## config.mk

```make
export PLATFORM = sky130hd
export DESIGN_NAME = tfu_pwl_loader
export DESIGN_NICKNAME = d
export VERILOG_FILES = /design/src/rtl/tfu_pkg.sv /design/src/rtl/tfu_pwl_loader.sv
export SDC_FILE = /design/constraint.sdc
export NUM_CORES = 1
export LEC_CHECK = 0
export CORE_ASPECT_RATIO = 0.5
export CORE_MARGIN = 2
export CORE_UTILIZATION = 40
export CTS_CLUSTER_SIZE = 12
export DETAILED_ROUTE_END_ITERATION = 7
export PLACE_DENSITY = 0.85
export SLEW_MARGIN = 20
export SYNTH_ARGS = -nofsm -noshare
export SYNTH_HDL_FRONTEND = slang
export SYNTH_SLANG_ARGS = --single-unit
```

## constraint.sdc

```tcl
create_clock -name clk -period 1.8 [get_ports clk]
set_input_delay 0.54 -clock clk [delete_from_list [all_inputs] [get_ports clk]]
set_output_delay 0.54 -clock clk [all_outputs]
set_load 0.005 [all_outputs]
```

## src/rtl/tfu_pkg.sv

```systemverilog
// Shared definitions for the tanh transfer-function unit: table geometry,
// coefficient word layout and the PWL loader state encoding.
package tfu_pkg;

    localparam int unsigned TFU_ADDR_W  = 8;
    localparam int unsigned TFU_SLOPE_W = 8;
    localparam int unsigned TFU_ICPT_W  = 15;

    // Coefficient word is {slope, intercept}; tfu_tanh's LUT uses the same layout.
    localparam int unsigned TFU_WORD_W    = TFU_SLOPE_W + TFU_ICPT_W;
    localparam int unsigned TFU_ICPT_LSB  = 0;
    localparam int unsigned TFU_SLOPE_LSB = TFU_ICPT_W;

    typedef enum logic [1:0] {
        StIdle,
        StLoad,
        StCommit,
        StErr
    } loader_state_e;

endpackage

```

## src/rtl/tfu_pwl_loader.sv

```systemverilog
// Writes a streamed {slope, intercept} table into the inactive bank of the
// double-banked PWL RAMs and swaps banks at a pipeline-safe point.
module tfu_pwl_loader
    import tfu_pkg::*;
#(
    parameter int unsigned ADDR_W  = TFU_ADDR_W,
    parameter int unsigned SLOPE_W = TFU_SLOPE_W,
    parameter int unsigned ICPT_W  = TFU_ICPT_W
) (
    input  logic                      clk,
    input  logic                      rst_n,
    input  logic                      start,
    input  logic                      abort,
    input  logic                      s_valid,
    output logic                      s_ready,
    input  logic [SLOPE_W+ICPT_W-1:0] s_data,
    input  logic                      s_last,
    input  logic                      commit_ok,
    output logic                      wr_en,
    output logic                      wr_bank,
    output logic [ADDR_W-1:0]         wr_addr,
    output logic [SLOPE_W-1:0]        wr_slope,
    output logic [ICPT_W-1:0]         wr_intercept,
    output logic                      active_bank,
    output logic                      busy,
    output logic                      done,
    output logic                      error
);

    localparam logic [ADDR_W-1:0] LastAddr = '1;

    loader_state_e state_q, state_d;

    logic [ADDR_W-1:0]  cnt_q;
    logic               wr_en_q;
    logic [ADDR_W-1:0]  wr_addr_q;
    logic [SLOPE_W-1:0] wr_slope_q;
    logic [ICPT_W-1:0]  wr_icpt_q;
    logic               active_bank_q;
    logic               done_q;
    logic               error_q;

    logic start_go;
    logic accept;
    logic write_beat;
    logic tbl_end;
    logic bad_load;
    logic swap;

    assign start_go   = start && ((state_q == StIdle) || (state_q == StErr));
    assign accept     = s_valid && s_ready;
    // A beat accepted together with abort is consumed but never written.
    assign write_beat = accept && !abort;
    assign tbl_end    = (cnt_q == LastAddr);
    assign bad_load   = write_beat && (s_last != tbl_end);
    assign swap       = (state_q == StCommit) && commit_ok && !abort;

    // State register
    always_ff @(posedge clk or negedge rst_n) begin
        if (!rst_n) begin
            state_q <= StIdle;
        end else begin
            state_q <= state_d;
        end
    end

    // Next-state logic
    always_comb begin
        state_d = state_q;
        unique case (state_q)
            StIdle: begin
                if (start) state_d = StLoad;
            end
            StLoad: begin
                if (abort) begin
                    state_d = StIdle;
                end else if (accept) begin
                    if (s_last && tbl_end)      state_d = StCommit;
                    else if (s_last || tbl_end) state_d = StErr;
                end
            end
            StCommit: begin
                if (abort || commit_ok) state_d = StIdle;
            end
            StErr: begin
                if (start) state_d = StLoad;
            end
            default: state_d = StIdle;
        endcase
    end

    // State-decoded outputs
    always_comb begin
        s_ready = (state_q == StLoad);
        busy    = (state_q == StLoad) || (state_q == StCommit);
    end

    // Address counter, write register, bank and status flags
    always_ff @(posedge clk or negedge rst_n) begin
        if (!rst_n) begin
            cnt_q         <= '0;
            wr_en_q       <= 1'b0;
            wr_addr_q     <= '0;
            wr_slope_q    <= '0;
            wr_icpt_q     <= '0;
            active_bank_q <= 1'b0;
            done_q        <= 1'b0;
            error_q       <= 1'b0;
        end else begin
            wr_en_q <= write_beat;
            done_q  <= swap;

            if (start_go) begin
                cnt_q <= '0;
            end else if (accept && !tbl_end) begin
                cnt_q <= cnt_q + ADDR_W'(1);
            end

            if (write_beat) begin
                wr_addr_q  <= cnt_q;
                wr_slope_q <= s_data[ICPT_W +: SLOPE_W];
                wr_icpt_q  <= s_data[ICPT_W-1:0];
            end

            if (start_go) begin
                error_q <= 1'b0;
            end else if (bad_load) begin
                error_q <= 1'b1;
            end

            if (swap) active_bank_q <= ~active_bank_q;
        end
    end

    assign wr_en        = wr_en_q;
    assign wr_addr      = wr_addr_q;
    assign wr_slope     = wr_slope_q;
    assign wr_intercept = wr_icpt_q;
    assign active_bank  = active_bank_q;
    assign wr_bank      = ~active_bank_q;
    assign done         = done_q;
    assign error        = error_q;

endmodule

```

==> impl_metrics.csv <==
group,metric,value,unit
sta,rsz0062_at_grt,"true",
logic_synthesis,seq_area_frac_synth,0.591,
setup_path,rr_startpoint,"cnt_q[1]$_DFFE_PN0P_",
sta,setup_slack,-54.8,ps
clock_network,cts_tree,"built",
setup_path,crit_path_start,"cnt_q[1]$_DFFE_PN0P_",
place,dpl_worst_slack,-324,ps
finish,fill_cells,302,
clock_network,path_clk_slew,90,ps
global_routing,grt_pass1_vias,1650,
die,core.rowCount,17,
setup_path,cp_data_arrival_time,2070,ps
setup_path,cp_max_fo,4,
finish,multi_input_area,821,um^2
place,hpwlAfterDp,3.33,mm
drt,vias_per_cell,4.91,
sta,min_period,1850,ps
global_routing,grt_pass1_wl,7.81,mm
finish,drive_gt1_frac,0.320,
drt,drc,0,
logic_synthesis,yosysTopAreaCell,"dfrtp_1",
die,core_area,4490,um^2
sta,tightestPinTransition,442,ps
power_and_ir_drop,finalPower,4130,uW
logic_synthesis,yosys-top-cells-area,"dfrtp_1 (59%), mux2_2 (14%), nand2_1 (5.1%), ha_1 (3.3%), nor2_1 (2.0%)",
setup_path,slowest_stage,"or4_4",
clock_network,clk-insertion-delay-late,290,ps
setup_path,worst_ep_required_time,2010,ps
clock_network,cts_inserted_buffers,5,
finish,final_cell_count_no_fill,325,
power_and_ir_drop,leakagePower,0.00138,uW
status,violations,"negative setup slack",
drt,drtIter0Drc,80,
status,status,"finished with violations",
logic_synthesis,yosysTopAreaCellShare,0.591,
sta,setup-violations-final,1,
drt,routed_wl,5.14,mm
run,drv_cap,0,
global_routing,grt_antenna_before_repair,0,
sta,tns,-54.8,ps
sta,slew_viol_final,0,
sta,skew,6.91,ps
finish,layout.nets,293,
finish,diodes,0,
logic_synthesis,avgSynthCellArea,12.1,um^2
logic_synthesis,synth-seq-cells,45,
setup_path,worstPathCellList,"ha_4 > buf_4 > and3_4 > a21o_4 > or4_4 > a21oi_2",
logic_synthesis,netlist_instances,157,
setup_path,cpPeakStageDelay,480,ps
place,gp_congestion,0.779,
die,die_x,102,um
drt,ant_nets,0,
sta,hold_viol_final,0,
die,start_util,0.424,
die,die_height,52.8,um
setup_path,end_kind,"flip-flop",
sta,period_share,1.03,
sta,fmax,539,MHz
hold_path,min_path_type,"input port to async pin",
die,io_pins,68,
logic_synthesis,ys_warn_count,0,
drt,dr.pass1.iters,4,
setup_path,worstSetupPathType,"flip-flop to flip-flop",
global_routing,grt_start_max_net_pins,46,
logic_synthesis,synth_cell_types,29,
logic_synthesis,syn_nets,192,
clock_network,cts_buffer_depth,2,
power_and_ir_drop,vdd_drop_max,0.518,mV
global_routing,gr-usage-all-layers,0.195,
place,port_buffers,67,
clock_network,h-tree-depth,2,
clock_network,root_buffer,"clkbuf_8",
drt,vias,1595,
logic_synthesis,syn_area,1900,um^2
finish,area_growth,62.4,%
power_and_ir_drop,power.density,1340,nW/um^2
place,placed_cells,310,
setup_path,critPathLaunchType,"flip-flop",
die,dieArea,5360,um^2
sta,slew_headroom,0.704,
clock_network,clock-sinks,45,
finish,fin_util,0.689,
global_routing,overflow,0,
finish,regArea,1130,um^2
clock_network,postCtsHoldBufs,0,
drt,wl_per_cell,15.8,um
## report_power, final
part | internal (uW) | switching, uW | leakage, uW
Combinational | 1190 | 676 | 0.000756
Clock | 347 | 342 | 0.0000542
Sequential | 1370 | 209 | 0.000569
## state kept, by name, indices dropped and copies added, names as in the netlist
register / count
active_bank: 1
cnt_q: 8
done: 1
error: 1
state_q: 2
wr_addr: 8
wr_en: 1
wr_intercept: 15
wr_slope: 8
## cells in the final DEF (no fill, tap or decap), types with 2 or more instances in the layout
master,synthesis,final
clkdlybuf4s50_1,0,63
dfrtp_1,45,45
buf_4,0,27
nand2_1,26,26
mux2_2,23,23
nor2_1,10,8
clkbuf_8,0,7
inv_1,9,5
inv_2,0,3
o31ai_1,3,3
a21oi_1,5,3
xnor2_1,3,3
ha_4,0,3
xor2_1,2,2
mux2i_1,2,2
o21ai_0,2,2
nand3_1,3,2
a21oi_2,0,2
ha_1,5,2
buf_2,3,2
dlygate4sd2_1,0,2
buf_12,0,2
## worst max-delay path: cells and delay by family (launching register included)
| kind | cells | cell delay (ps) |
|---|---|---|
| DFF | 1 | 430 |
| AOI/OAI and AO/OA | 2 | 400 |
| and+or+nand+nor | 2 | 620 |
| buffers and inverters | 1 | 140 |
| adders and majority gates | 1 | 190 |
## worst paths after layout
check,to,slack (ps),cells after the start
max in group asynchronous,wr_intercept[14]$_DFFE_PN0P_,1370,2
setup / recovery,cnt_q[5]$_DFFE_PN0P_,-50,6
hold reg to reg,wr_addr[4]$_DFFE_PN0P_,490,2
min in group clk,wr_addr[4]$_DFFE_PN0P_,490,2
hold / removal,cnt_q[2]$_DFFE_PN0P_,200,2
setup reg to reg,cnt_q[5]$_DFFE_PN0P_,-50,6
## cells in the mapped netlist
| cell type | count |
|---|---|
| dfrtp_1 | 45 |
| nand2_1 | 26 |
| mux2_2 | 23 |
| nor2_1 | 10 |
| inv_1 | 9 |
| a21oi_1 | 5 |
| ha_1 | 5 |
| buf_2 | 3 |
| nand3_1 | 3 |
| o31ai_1 | 3 |
| xnor2_1 | 3 |
| mux2i_1 | 2 |
| o21ai_0 | 2 |
| or4_1 | 2 |
| xor2_1 | 2 |
| a2111oi_0 | 1 |
| a211oi_1 | 1 |
| a21o_4 | 1 |
| a221oi_1 | 1 |
| and2b_1 | 1 |
| and3_4 | 1 |
| and3b_1 | 1 |
| and4_4 | 1 |
| nand2_2 | 1 |
| nand2b_1 | 1 |
| nand3b_1 | 1 |
| nand4_1 | 1 |
| nor3b_1 | 1 |
| o2111ai_1 | 1 |
## cells by family (layout without fill, tap and decap cells)
group,count (synthesis),count (layout),share of synthesized area
multiplexers,25,25,0.147
adder cells (fa/ha/maj),5,5,0.0329
AND/OR/NAND/NOR,50,50,0.125
AO/OA/AOI/OAI,15,15,0.0558
buffers and inverters,12,114,0.0256
flip-flops,45,45,0.591
XOR/XNOR,5,5,0.0230
## area by class of cell
cell class | count | area share
flip-flops and latches | 45 | 0.364
clock inverters | 1 | 0.00162
clock buffers | 7 | 0.0311
repair buffers | 97 | 0.299
inverters | 9 | 0.0117
multi-input cells | 100 | 0.265
well taps | 66 | 0.0267
## what timing repair did
item                       CTS  global route
setup endpoints to repair    6            27
gates resized for setup     17            11
pin swaps                    5             5
buffers inserted             5             1
gates cloned                 0             1
## per-layer routing
layer / routed length (um) / GRT usage
met1: 2130 / 0.227
met2: 2700 / 0.365
met3: 221 / 0.0467
met4: 87 / 0.0541
met5: 0 / 0
## per-stage QoR
step	cell area [um^2]	hold WS, ps
final	3090	203
after global routing	3090	229
after CTS	3020	218
after detailed placement	2840	465
after global placement	2840	461
after floorplan	1900	244
(Power assumes the default switching activity.)
